==> src/rtl/neo_pkg.sv <==
// Shared types and defaults for the double-buffered NeoPixel strand driver.
// The optional per-frame brightness scaler is enabled with `define NEO_BRIGHTNESS_EN.
package neo_pkg;

  typedef enum logic [1:0] {
    IDLE     = 2'd0,
    BIT_HIGH = 2'd1,
    BIT_LOW  = 2'd2,
    LATCH    = 2'd3
  } neo_state_e;

  // Default geometry and WS2812 timing at a 50 MHz clock.
  localparam int DEF_NUM_PIXELS   = 8;
  localparam int DEF_NUM_CHANNELS = 3;
  localparam int DEF_COLOR_BITS   = 8;
  localparam int DEF_T0H          = 20;
  localparam int DEF_T1H          = 40;
  localparam int DEF_T_BIT        = 63;
  localparam int DEF_T_RESET      = 2500;

  // Index width that stays at least one bit for single-entry dimensions.
  function automatic int width_of(input int n);
    return (n > 1) ? $clog2(n) : 1;
  endfunction

endpackage

==> src/rtl/neo_bit_encoder.sv <==
// One-wire bit cell generator: on start, drives the line high for T0H/T1H
// cycles, low for the rest of T_BIT, and pulses done on the last cycle.
module neo_bit_encoder
  import neo_pkg::*;
#(
  parameter int T0H   = DEF_T0H,
  parameter int T1H   = DEF_T1H,
  parameter int T_BIT = DEF_T_BIT
) (
  input  logic clock,
  input  logic reset_n,
  input  logic start_i,
  input  logic bit_i,
  output logic line_o,
  output logic fall_o,
  output logic done_o
);

  localparam int CNT_W = width_of(T_BIT);
  localparam logic [CNT_W-1:0] T0H_LAST = CNT_W'(T0H - 1);
  localparam logic [CNT_W-1:0] T1H_LAST = CNT_W'(T1H - 1);
  localparam logic [CNT_W-1:0] BIT_LAST = CNT_W'(T_BIT - 1);

  logic             active_q, active_d;
  logic             bit_q, bit_d;
  logic [CNT_W-1:0] cnt_q, cnt_d;
  logic [CNT_W-1:0] high_last;

  always_comb begin
    high_last = bit_q ? T1H_LAST : T0H_LAST;
    line_o    = active_q && (cnt_q <= high_last);
    fall_o    = active_q && (cnt_q == high_last);
    done_o    = active_q && (cnt_q == BIT_LAST);
  end

  // A start on the done cycle restarts the cell with no idle gap between bits.
  always_comb begin
    // NOTE: every always_comb output gets a default first so no path infers a latch.
    active_d = active_q;
    bit_d    = bit_q;
    cnt_d    = cnt_q;
    if (start_i) begin
      active_d = 1'b1;
      bit_d    = bit_i;
      cnt_d    = '0;
    end else if (done_o) begin
      active_d = 1'b0;
      cnt_d    = '0;
    end else if (active_q) begin
      cnt_d = cnt_q + CNT_W'(1);
    end
  end

  always_ff @(posedge clock or negedge reset_n) begin
    // NOTE: sequential state uses non-blocking assignments so all flops update together.
    if (!reset_n) begin
      active_q <= 1'b0;
      bit_q    <= 1'b0;
      cnt_q    <= '0;
    end else begin
      active_q <= active_d;
      bit_q    <= bit_d;
      cnt_q    <= cnt_d;
    end
  end

endmodule

==> src/rtl/neo_strand_ctrl.sv <==
// Double-buffered NeoPixel strand driver: frame buffer written by the host, shadow
// snapshot serialised MSB-first then latched low. `define NEO_BRIGHTNESS_EN adds scaling.
module neo_strand_ctrl
  import neo_pkg::*;
#(
  parameter int  NUM_PIXELS   = DEF_NUM_PIXELS,
  parameter int  NUM_CHANNELS = DEF_NUM_CHANNELS,
  parameter int  COLOR_BITS   = DEF_COLOR_BITS,
  parameter int  T0H          = DEF_T0H,
  parameter int  T1H          = DEF_T1H,
  parameter int  T_BIT        = DEF_T_BIT,
  parameter int  T_RESET      = DEF_T_RESET,
  localparam int PIX_W        = width_of(NUM_PIXELS),
  localparam int CH_W         = width_of(NUM_CHANNELS)
) (
  input  logic                  clock,
  input  logic                  reset_n,
  input  logic [PIX_W-1:0]      pixel_index,
  input  logic [CH_W-1:0]       color_index,
  input  logic [COLOR_BITS-1:0] color_level,
  input  logic                  load_color,
  input  logic                  send_it,
`ifdef NEO_BRIGHTNESS_EN
  input  logic [COLOR_BITS-1:0] brightness,
`endif
  output logic                  neo_data,
  output logic                  ready_to_load,
  output logic                  ready_to_send,
  output logic                  busy
);

  localparam int BIT_W   = width_of(COLOR_BITS);
  localparam int LATCH_W = width_of(T_RESET);

  localparam logic [PIX_W-1:0]   PIX_LAST   = PIX_W'(NUM_PIXELS - 1);
  localparam logic [CH_W-1:0]    CH_LAST    = CH_W'(NUM_CHANNELS - 1);
  localparam logic [BIT_W-1:0]   BIT_MSB    = BIT_W'(COLOR_BITS - 1);
  localparam logic [LATCH_W-1:0] LATCH_LAST = LATCH_W'(T_RESET - 1);

  typedef logic [NUM_PIXELS-1:0][NUM_CHANNELS-1:0][COLOR_BITS-1:0] frame_t;

  neo_state_e           state_q, state_d;
  frame_t               frame_q, frame_d;
  frame_t               shadow_q, shadow_d;
  logic [PIX_W-1:0]     pix_q, pix_d, pix_nx;
  logic [CH_W-1:0]      ch_q, ch_d, ch_nx;
  logic [BIT_W-1:0]     bit_q, bit_d, bit_nx;
  logic [LATCH_W-1:0]   latch_q, latch_d;
  logic                 accept;
  logic                 last_bit;
  logic                 wr_in_range;
  logic [COLOR_BITS-1:0] sel_level;
  logic [COLOR_BITS-1:0] tx_level;
  logic [BIT_W-1:0]     sel_bit;
  logic                 enc_start, enc_bit;
  logic                 enc_line, enc_fall, enc_done;

`ifdef NEO_BRIGHTNESS_EN
  localparam int PROD_W = 2 * COLOR_BITS;
  logic [COLOR_BITS-1:0] bright_q, bright_d;
  logic [COLOR_BITS-1:0] sel_bright;
  logic [PROD_W-1:0]     product;
`endif

  assign ready_to_load = 1'b1;
  assign accept        = (state_q == IDLE) && send_it;
  assign wr_in_range   = (int'(pixel_index) < NUM_PIXELS) && (int'(color_index) < NUM_CHANNELS);
  assign last_bit      = (pix_q == PIX_LAST) && (ch_q == CH_LAST) && (bit_q == '0);

  // frame_d is also the snapshot source, so a write on the accept edge is captured.
  always_comb begin
    frame_d = frame_q;
    if (load_color && wr_in_range) begin
      frame_d[pixel_index][color_index] = color_level;
    end
  end

  always_comb begin
    bit_nx = bit_q - BIT_W'(1);
    ch_nx  = ch_q;
    pix_nx = pix_q;
    if (bit_q == '0) begin
      bit_nx = BIT_MSB;
      if (ch_q == CH_LAST) begin
        ch_nx  = '0;
        pix_nx = pix_q + PIX_W'(1);
      end else begin
        ch_nx = ch_q + CH_W'(1);
      end
    end
  end

  // Level feeding the encoder on its next start: first bit of the new snapshot on
  // accept, otherwise the following bit of the shadow buffer.
  always_comb begin
    sel_level = accept ? frame_d[0][0] : shadow_q[pix_nx][ch_nx];
    sel_bit   = accept ? BIT_MSB : bit_nx;
`ifdef NEO_BRIGHTNESS_EN
    sel_bright = accept ? brightness : bright_q;
    product    = PROD_W'(sel_level) * (PROD_W'(sel_bright) + PROD_W'(1));
    tx_level   = COLOR_BITS'(product >> COLOR_BITS);
`else
    tx_level   = sel_level;
`endif
    enc_bit = tx_level[sel_bit];
  end

  // Next-state and datapath update.
  always_comb begin
    state_d   = state_q;
    shadow_d  = shadow_q;
    pix_d     = pix_q;
    ch_d      = ch_q;
    bit_d     = bit_q;
    latch_d   = latch_q;
    enc_start = 1'b0;
`ifdef NEO_BRIGHTNESS_EN
    bright_d  = bright_q;
`endif
    unique case (state_q)
      IDLE: begin
        if (send_it) begin
          state_d   = BIT_HIGH;
          shadow_d  = frame_d;
          pix_d     = '0;
          ch_d      = '0;
          bit_d     = BIT_MSB;
          enc_start = 1'b1;
`ifdef NEO_BRIGHTNESS_EN
          bright_d  = brightness;
`endif
        end
      end
      BIT_HIGH: begin
        if (enc_fall) state_d = BIT_LOW;
      end
      BIT_LOW: begin
        if (enc_done) begin
          if (last_bit) begin
            state_d = LATCH;
            latch_d = '0;
          end else begin
            state_d   = BIT_HIGH;
            pix_d     = pix_nx;
            ch_d      = ch_nx;
            bit_d     = bit_nx;
            enc_start = 1'b1;
          end
        end
      end
      LATCH: begin
        if (latch_q == LATCH_LAST) state_d = IDLE;
        else                       latch_d = latch_q + LATCH_W'(1);
      end
      default: state_d = IDLE;
    endcase
  end

  always_comb begin
    neo_data      = 1'b0;
    ready_to_send = 1'b0;
    busy          = 1'b1;
    unique case (state_q)
      IDLE: begin
        ready_to_send = 1'b1;
        busy          = 1'b0;
      end
      BIT_HIGH, BIT_LOW: neo_data = enc_line;
      default:           neo_data = 1'b0;
    endcase
  end

  always_ff @(posedge clock or negedge reset_n) begin
    if (!reset_n) state_q <= IDLE;
    else          state_q <= state_d;
  end

  always_ff @(posedge clock or negedge reset_n) begin
    // NOTE: both buffers are reset because a fresh frame after reset must be all zeros.
    if (!reset_n) begin
      frame_q  <= '0;
      shadow_q <= '0;
      pix_q    <= '0;
      ch_q     <= '0;
      bit_q    <= '0;
      latch_q  <= '0;
`ifdef NEO_BRIGHTNESS_EN
      bright_q <= '0;
`endif
    end else begin
      frame_q  <= frame_d;
      shadow_q <= shadow_d;
      pix_q    <= pix_d;
      ch_q     <= ch_d;
      bit_q    <= bit_d;
      latch_q  <= latch_d;
`ifdef NEO_BRIGHTNESS_EN
      bright_q <= bright_d;
`endif
    end
  end

  neo_bit_encoder #(
    .T0H   (T0H),
    .T1H   (T1H),
    .T_BIT (T_BIT)
  ) u_encoder (
    .clock   (clock),
    .reset_n (reset_n),
    .start_i (enc_start),
    .bit_i   (enc_bit),
    .line_o  (enc_line),
    .fall_o  (enc_fall),
    .done_o  (enc_done)
  );

endmodule

==> config.mk <==
export PLATFORM = sky130hd
export DESIGN_NAME = neo_strand_ctrl
export DESIGN_NICKNAME = d
export VERILOG_FILES = /design/src/rtl/neo_pkg.sv /design/src/rtl/neo_bit_encoder.sv /design/src/rtl/neo_strand_ctrl.sv
export SDC_FILE = /design/constraint.sdc
export NUM_CORES = 1
export LEC_CHECK = 0
export CORE_ASPECT_RATIO = 0.7
export CORE_MARGIN = 5
export CORE_UTILIZATION = 45
export CTS_CLUSTER_SIZE = 25
export DETAILED_ROUTE_END_ITERATION = 7
export HOLD_SLACK_MARGIN = 0.08
export PLACE_DENSITY_LB_ADDON = 0.3
export SLEW_MARGIN = 10
export SYNTH_ARGS = -nofsm -noshare
export SYNTH_HDL_FRONTEND = slang
export SYNTH_SLANG_ARGS = --single-unit
export TNS_END_PERCENT = 10
==> constraint.sdc <==
create_clock -name clock -period 4.85 [get_ports clock]
set_clock_uncertainty 0.05 [all_clocks]
set_input_delay 1.455 -clock clock [delete_from_list [all_inputs] [get_ports clock]]
set_output_delay 1.455 -clock clock [all_outputs]
set_load 0.01 [all_outputs]
==> impl_metrics.yaml, run 1 <==
detailed_routing:
  routed_via_density: 5.62
  drt-pass1-iter-count: 5
  routed_wl_mm: 50.2
  num_vias: 13300
  wl_per_cell_um: 21.2
  drtAntennaViolNets: 0
  drc: 0
  drt_iter0_markers: 1477
placement:
  place_area_sq_um: 19400
  post-place-cells: 2290
  place_hpwl_mm: 32.2
  gp_congestion: 0.932
  post-place-ws_ns: 0.733
  port_buffers: 19
sta:
  final-hold-violation-count: 0
  finalMaxSlewViolations: 0
  worst_slew_pin_slew_ns: 1.09
  fin_crit_sh_pct: 84.2
  period_needed_ns: 4.08
  fin_hold_ws_ns: 0.426
  finalSetupViolations: 0
  fin_tns_setup_ns: 0
  rsz0062_at_grt: "no"
  slew_headroom_pct: 25.4
  setup_ws_ns: 0.767
  timing.fmax_mhz: 245
clock_network:
  clockBufferDepth: 3
  ctsResizeCount: 0
  cts-hold-fix-buffers: 0
  clock-root-buffer: "clkbuf_16"
  path_clk_slew_ns: 0.06
  cts_sinks: 414
  htreeDepth: 2
  cts_tree: "built"
  clk_latency_ns: 0.54
  cts_setup_buffers: 0
  cts_buffers: 41
synthesis:
  ys.warnings.count: 0
  synth_cells: 1778
  syn_area_per_cell_sq_um: 10.4
  syn-num-nets: 1809
  ys_ff_latch: 414
  post-synth-top-area-cell: "dfrtp_1"
  yosysSeqAreaShare_pct: 56.0
  synth-main-ff-cell: "dfrtp_1"
  ys_top_cells_by_area: "dfrtp_1, nand2_1, mux2_2"
  yosys.area.top_type_share_pct: 56.0
  ys_types: 67
  async_reset_ff_share_pct: 100
  syn_area_sq_um: 18500
  synth_edf_count: 0
worst_setup_path:
  cp_cell_sequence: "inv_1, ha_1, nand4bb_1, mux2i_4, buf_12, nor2b_1, a2111oi_0, a21oi_1, nand4_1, nand3_1, a31o_1, o32a_1"
  critical_path_class: "flip-flop to flip-flop"
  arrival_ns: 4.46
  cp-end-kind: "flip-flop"
  cpPeakStageDelay_ns: 0.94
  crit_slowest_cell: "a2111oi_0"
  cp-start-kind: "flip-flop"
  cp_max_fo: 19
  required_ns: 5.23
finish:
  layoutNonFillerInstCount: 2363
  layout_commonest_cell: "nand2_1"
  synthToLayoutAreaGrowth_pct: 11.9
  fillCellCount: 3704
  nets: 1820
  final_cell_mix: "nand2_1, dfrtp_1, mux2_2"
  final_util_pct: 50.7
  drive_gt1_share_pct: 18.6
  design_area_sq_um: 20700
  antenna-diode-count: 0
pwr:
  ir_drop_uv: 330
  p_per_area_nw_per_um2: 532
  p_leak_nw: 10.0
  total_power_mw: 11.0
floorplanning:
  die_area_sq_um: 45300
  die_x_um: 252
  core_sq_um: 40800
  fp-row-count: 62
  ios: 21
  initial_core_util_pct: 45.3
  dieHeight_um: 180
global_routing:
  grt_pass1_vias: 13200
  grt_first_pass_wirelength_mm: 78.8
  antenna_found_initial: 1
  grt_max_degree: 181
  grt_overflow: 0
  track_usage_pct: 22.0
flow_run:
  maxCapViolations: 0
status:
  run_status: "completed"
hold_path:
  hold_class: "flip-flop to flip-flop"
routing by layer:
metal  GRT usage, %  wire (um)
met1           34.2      23400
met2           31.1      21000
met3           5.88       4720
met4           4.58       1010
met5              0          0
cell type report:
cell class              count  area (sq um)  area share [%]
clock buffers              60          1180            5.69
clock inverters            13          96.3           0.465
inverters                  17          63.8           0.308
multi-input cells        1250          7710            37.3
flip-flops and latches    414         10400            50.1
well taps                 544           681            3.29
repair buffers             65           606            2.93
power breakdown:
part / leakage (nW) / internal, mW / total, mW / switching, mW
Clock: 0.634 / 1.74 / 3.07 / 1.33
Sequential: 5.34 / 4.59 / 5.26 / 0.677
Combinational: 4.05 / 1.07 / 2.68 / 1.61
Total: 10.0 / 7.39 / 11.0 / 3.62
sequential cells by signal (all words and copies together), names as in the netlist:
| register | cells |
|---|---|
| bit_q | 3 |
| ch_q | 2 |
| frame_q | 192 |
| latch_q | 12 |
| pix_q | 3 |
| shadow_q | 192 |
| state_q | 2 |
| u_encoder.active_q | 1 |
| u_encoder.bit_q | 1 |
| u_encoder.cnt_q | 6 |
final timing paths:
check                                               start                     endpoint  slack, ns  depth (start not counted)
worst max-delay path                 bit_q[0]$_DFFE_PN0P_  u_encoder.bit_q$_DFFE_PN0P_       0.77                         12
worst min-delay path            shadow_q[174]$_DFFE_PN0P_    shadow_q[174]$_DFFE_PN0P_       0.43                          2
worst max register to register       bit_q[0]$_DFFE_PN0P_  u_encoder.bit_q$_DFFE_PN0P_       0.77                         12
worst min register to register  shadow_q[174]$_DFFE_PN0P_    shadow_q[174]$_DFFE_PN0P_       0.43                          2
max in group asynchronous                         reset_n        frame_q[86]$_DFF_PN0_       2.70                          2
min in group asynchronous                         reset_n    shadow_q[131]$_DFFE_PN0P_       0.93                          1
kinds of logic after synthesis:
| logic type | synth area share [%] |
|---|---|
| xor gates and xnor gates | 0.947 |
| muxes | 16.9 |
| adders and majority gates | 0.947 |
| DFF | 56.0 |
| other | 0.0203 |
| AOI/OAI and AO/OA | 4.44 |
| buffers and inverters | 2.45 |
| and+or+nand+nor | 18.3 |
critical path, delay by kind of cell, from the launching register on:
kind | cells | cell delay [ns]
AOI/OAI and AO/OA | 4 | 1.66
muxes | 1 | 0.46
and+or+nand+nor | 4 | 0.73
adders and majority gates | 1 | 0.24
buffers and inverters | 2 | 0.40
DFF | 1 | 0.43
cells in the mapped netlist (4+ instances only):
library cell,instances
nor3_1,14
a31oi_1,7
xnor2_1,4
mux2i_1,49
nor2_1,58
buf_1,9
mux4_2,16
and2_1,4
clkbuf_1,77
nand3b_1,5
o21ai_0,32
dfrtp_1,414
xor2_1,11
nand2_1,661
nand3_1,24
ha_1,14
o211ai_1,4
a211oi_1,8
a2111oi_0,7
or2_2,4
nor2b_1,8
nand2b_1,4
buf_2,8
o21a_1,4
mux2_2,198
and3_1,5
a21oi_1,25
nand4_1,15
o22ai_1,7
inv_1,17
nor3b_1,6
nor4_1,7
Note: power is estimated with default switching activity, not from simulation.
==> run 2: changes to the inputs <==
==> constraint.sdc (replaced) <==
create_clock -name clock -period 3.8 [get_ports clock]
set_clock_uncertainty 0.05 [all_clocks]
set_input_delay 1.14 -clock clock [delete_from_list [all_inputs] [get_ports clock]]
set_output_delay 1.14 -clock clock [all_outputs]
set_load 0.01 [all_outputs]
==> impl_metrics.yaml, run 2 (same netlist as run 1, synthesis figures left out) <==
placement:
  gp_congestion: 0.972
  post-place-ws_ns: 0.172
  place_hpwl_mm: 33.2
  port_buffers: 19
  post-place-cells: 2321
  place_area_sq_um: 19700
floorplanning:
  ios: 21
  initial_core_util_pct: 45.3
  core_sq_um: 40800
  die_area_sq_um: 45300
  fp-row-count: 62
  die_x_um: 252
  dieHeight_um: 180
hold_path:
  hold_path_end: "shadow_q[143]$_DFFE_PN0P_"
  hold_class: "flip-flop to flip-flop"
  hold_depth: 2
  min-delay-start: "shadow_q[143]$_DFFE_PN0P_"
clock_network:
  clk_latency_ns: 0.55
  cts-hold-fix-buffers: 0
  clock-root-buffer: "clkbuf_16"
  htreeDepth: 2
  cts_buffers: 41
  clockBufferDepth: 3
  path_clk_slew_ns: 0.07
  cts_sinks: 414
  cts_setup_buffers: 0
  cts_tree: "built"
sta:
  setup_ws_ns: 0.0857
  finalMaxSlewViolations: 0
  timing.fmax_mhz: 269
  fin_tns_setup_ns: 0
  final-hold-violation-count: 0
  fin_crit_sh_pct: 97.7
  worst_slew_pin_slew_ns: 0.885
  rsz0062_at_grt: "no"
  finalSetupViolations: 0
  slew_headroom_pct: 41.0
  period_needed_ns: 3.71
worst_setup_path:
  r2r_cells: 12
  cp-start-kind: "flip-flop"
  cp_max_fo: 3
  arrival_ns: 2.52
  required_ns: 2.61
  reg2reg_to: "u_encoder.bit_q$_DFFE_PN0P_"
  worstReg2RegStart: "bit_q[1]$_DFFE_PN0P_"
  r2r_slack_ns: 0.26
  critical_path_class: "flip-flop to output port"
  cp-end-kind: "output port"
finish:
  final_cell_mix: "nand2_1, dfrtp_1, mux2_2"
  layout_commonest_cell: "nand2_1"
  layoutNonFillerInstCount: 2396
  design_area_sq_um: 21100
  final_util_pct: 51.8
  reg_top3: "frame_q (192), shadow_q (192), latch_q (12)"
  antenna-diode-count: 0
  nets: 1851
  drive_gt1_share_pct: 20.4
  synthToLayoutAreaGrowth_pct: 14.2
pwr:
  seqPwrFrac_pct: 46.3
  ir_drop_uv: 461
  pwr-share-clk_pct: 30.0
  swShare_pct: 32.6
  p_int_mw: 9.90
  p_leak_nw: 10.3
  combinationalPowerShare_pct: 23.6
  p_sw_mw: 4.79
  p_per_area_nw_per_um2: 695
global_routing:
  antenna_found_initial: 1
  track_usage_pct: 22.5
  grt_overflow: 0
  grt_first_pass_wirelength_mm: 80.7
  grt_pass1_vias: 13500
  grt_max_degree: 159
detailed_routing:
  drt-pass1-iter-count: 6
  num_vias: 13600
  drt_iter0_markers: 1284
  routed_wl_mm: 50.9
  routed_via_density: 5.67
  wl_per_cell_um: 21.2
  drtAntennaViolNets: 0
  drc: 0
status:
  run_status: "completed"
flow_run:
  maxCapViolations: 0
run 2: critical path: stages (launching register included):
cell	delay, ns
dfrtp_1	0.47
inv_1	0.10
ha_1	0.27
nor2b_1	0.13
nand4_1	0.14
o21ai_0	0.09
and3_1	0.21
clkdlybuf4s50_1	0.55
run 2: worst max path at each step:
stage / start / end / cells after the start
2_1_floorplan: pix_q[0]$_DFFE_PN0P_ / u_encoder.bit_q$_DFFE_PN0P_ / 11
3_3_place_gp: load_color / u_encoder.bit_q$_DFFE_PN0P_ / 9
3_5_place_dp: load_color / u_encoder.bit_q$_DFFE_PN0P_ / 9
4_1_cts: u_encoder.bit_q$_DFFE_PN0P_ / neo_data / 7
5_1_grt: u_encoder.bit_q$_DFFE_PN0P_ / neo_data / 7
6_report: u_encoder.bit_q$_DFFE_PN0P_ / neo_data / 7
run 2: area by class of cell:
cell class	count	area, sq um
flip-flops and latches	414	10400
fillers	3656	19700
multi-input cells	1250	7710
inverters	17	63.8
clock buffers	53	1160
repair buffers	96	848
clock inverters	22	294
well taps	544	681
run 2: power groups by stage:
stage                     registers (mW)  clock network [mW]  logic, mW
after detailed placement            6.83                   0       3.46
after CTS                           6.78                4.48       3.49
after floorplan                     6.44                   0       2.46
after global routing                6.95                4.68       3.90
final                               6.81                4.41       3.47
after global placement              6.80                   0       3.34
run 2: through the flow:
stage                     hold WS, ns  total power [mW]
final                           0.420              14.7
after global routing            0.442              15.5
after CTS                       0.425              14.7
after detailed placement        0.410              10.3
after global placement          0.404              10.1
after floorplan                 0.387              8.90
run 2: routing by layer:
metal	share of wire, %	up-vias	GRT usage (%)	wire (um)
met2	42	496	31.3	21100
met3	7.6	82	4.87	3870
li1	-	6039	-	-
met1	49	6965	36.2	25000
met4	1.8	2	4.43	900
met5	0.028	-	0	14
run 2: timing repair:
item / CTS / global route
gates resized for setup: 0 / 1
endpoints found under the setup margin: 0 / 1
hold endpoints to repair: 0 / 0
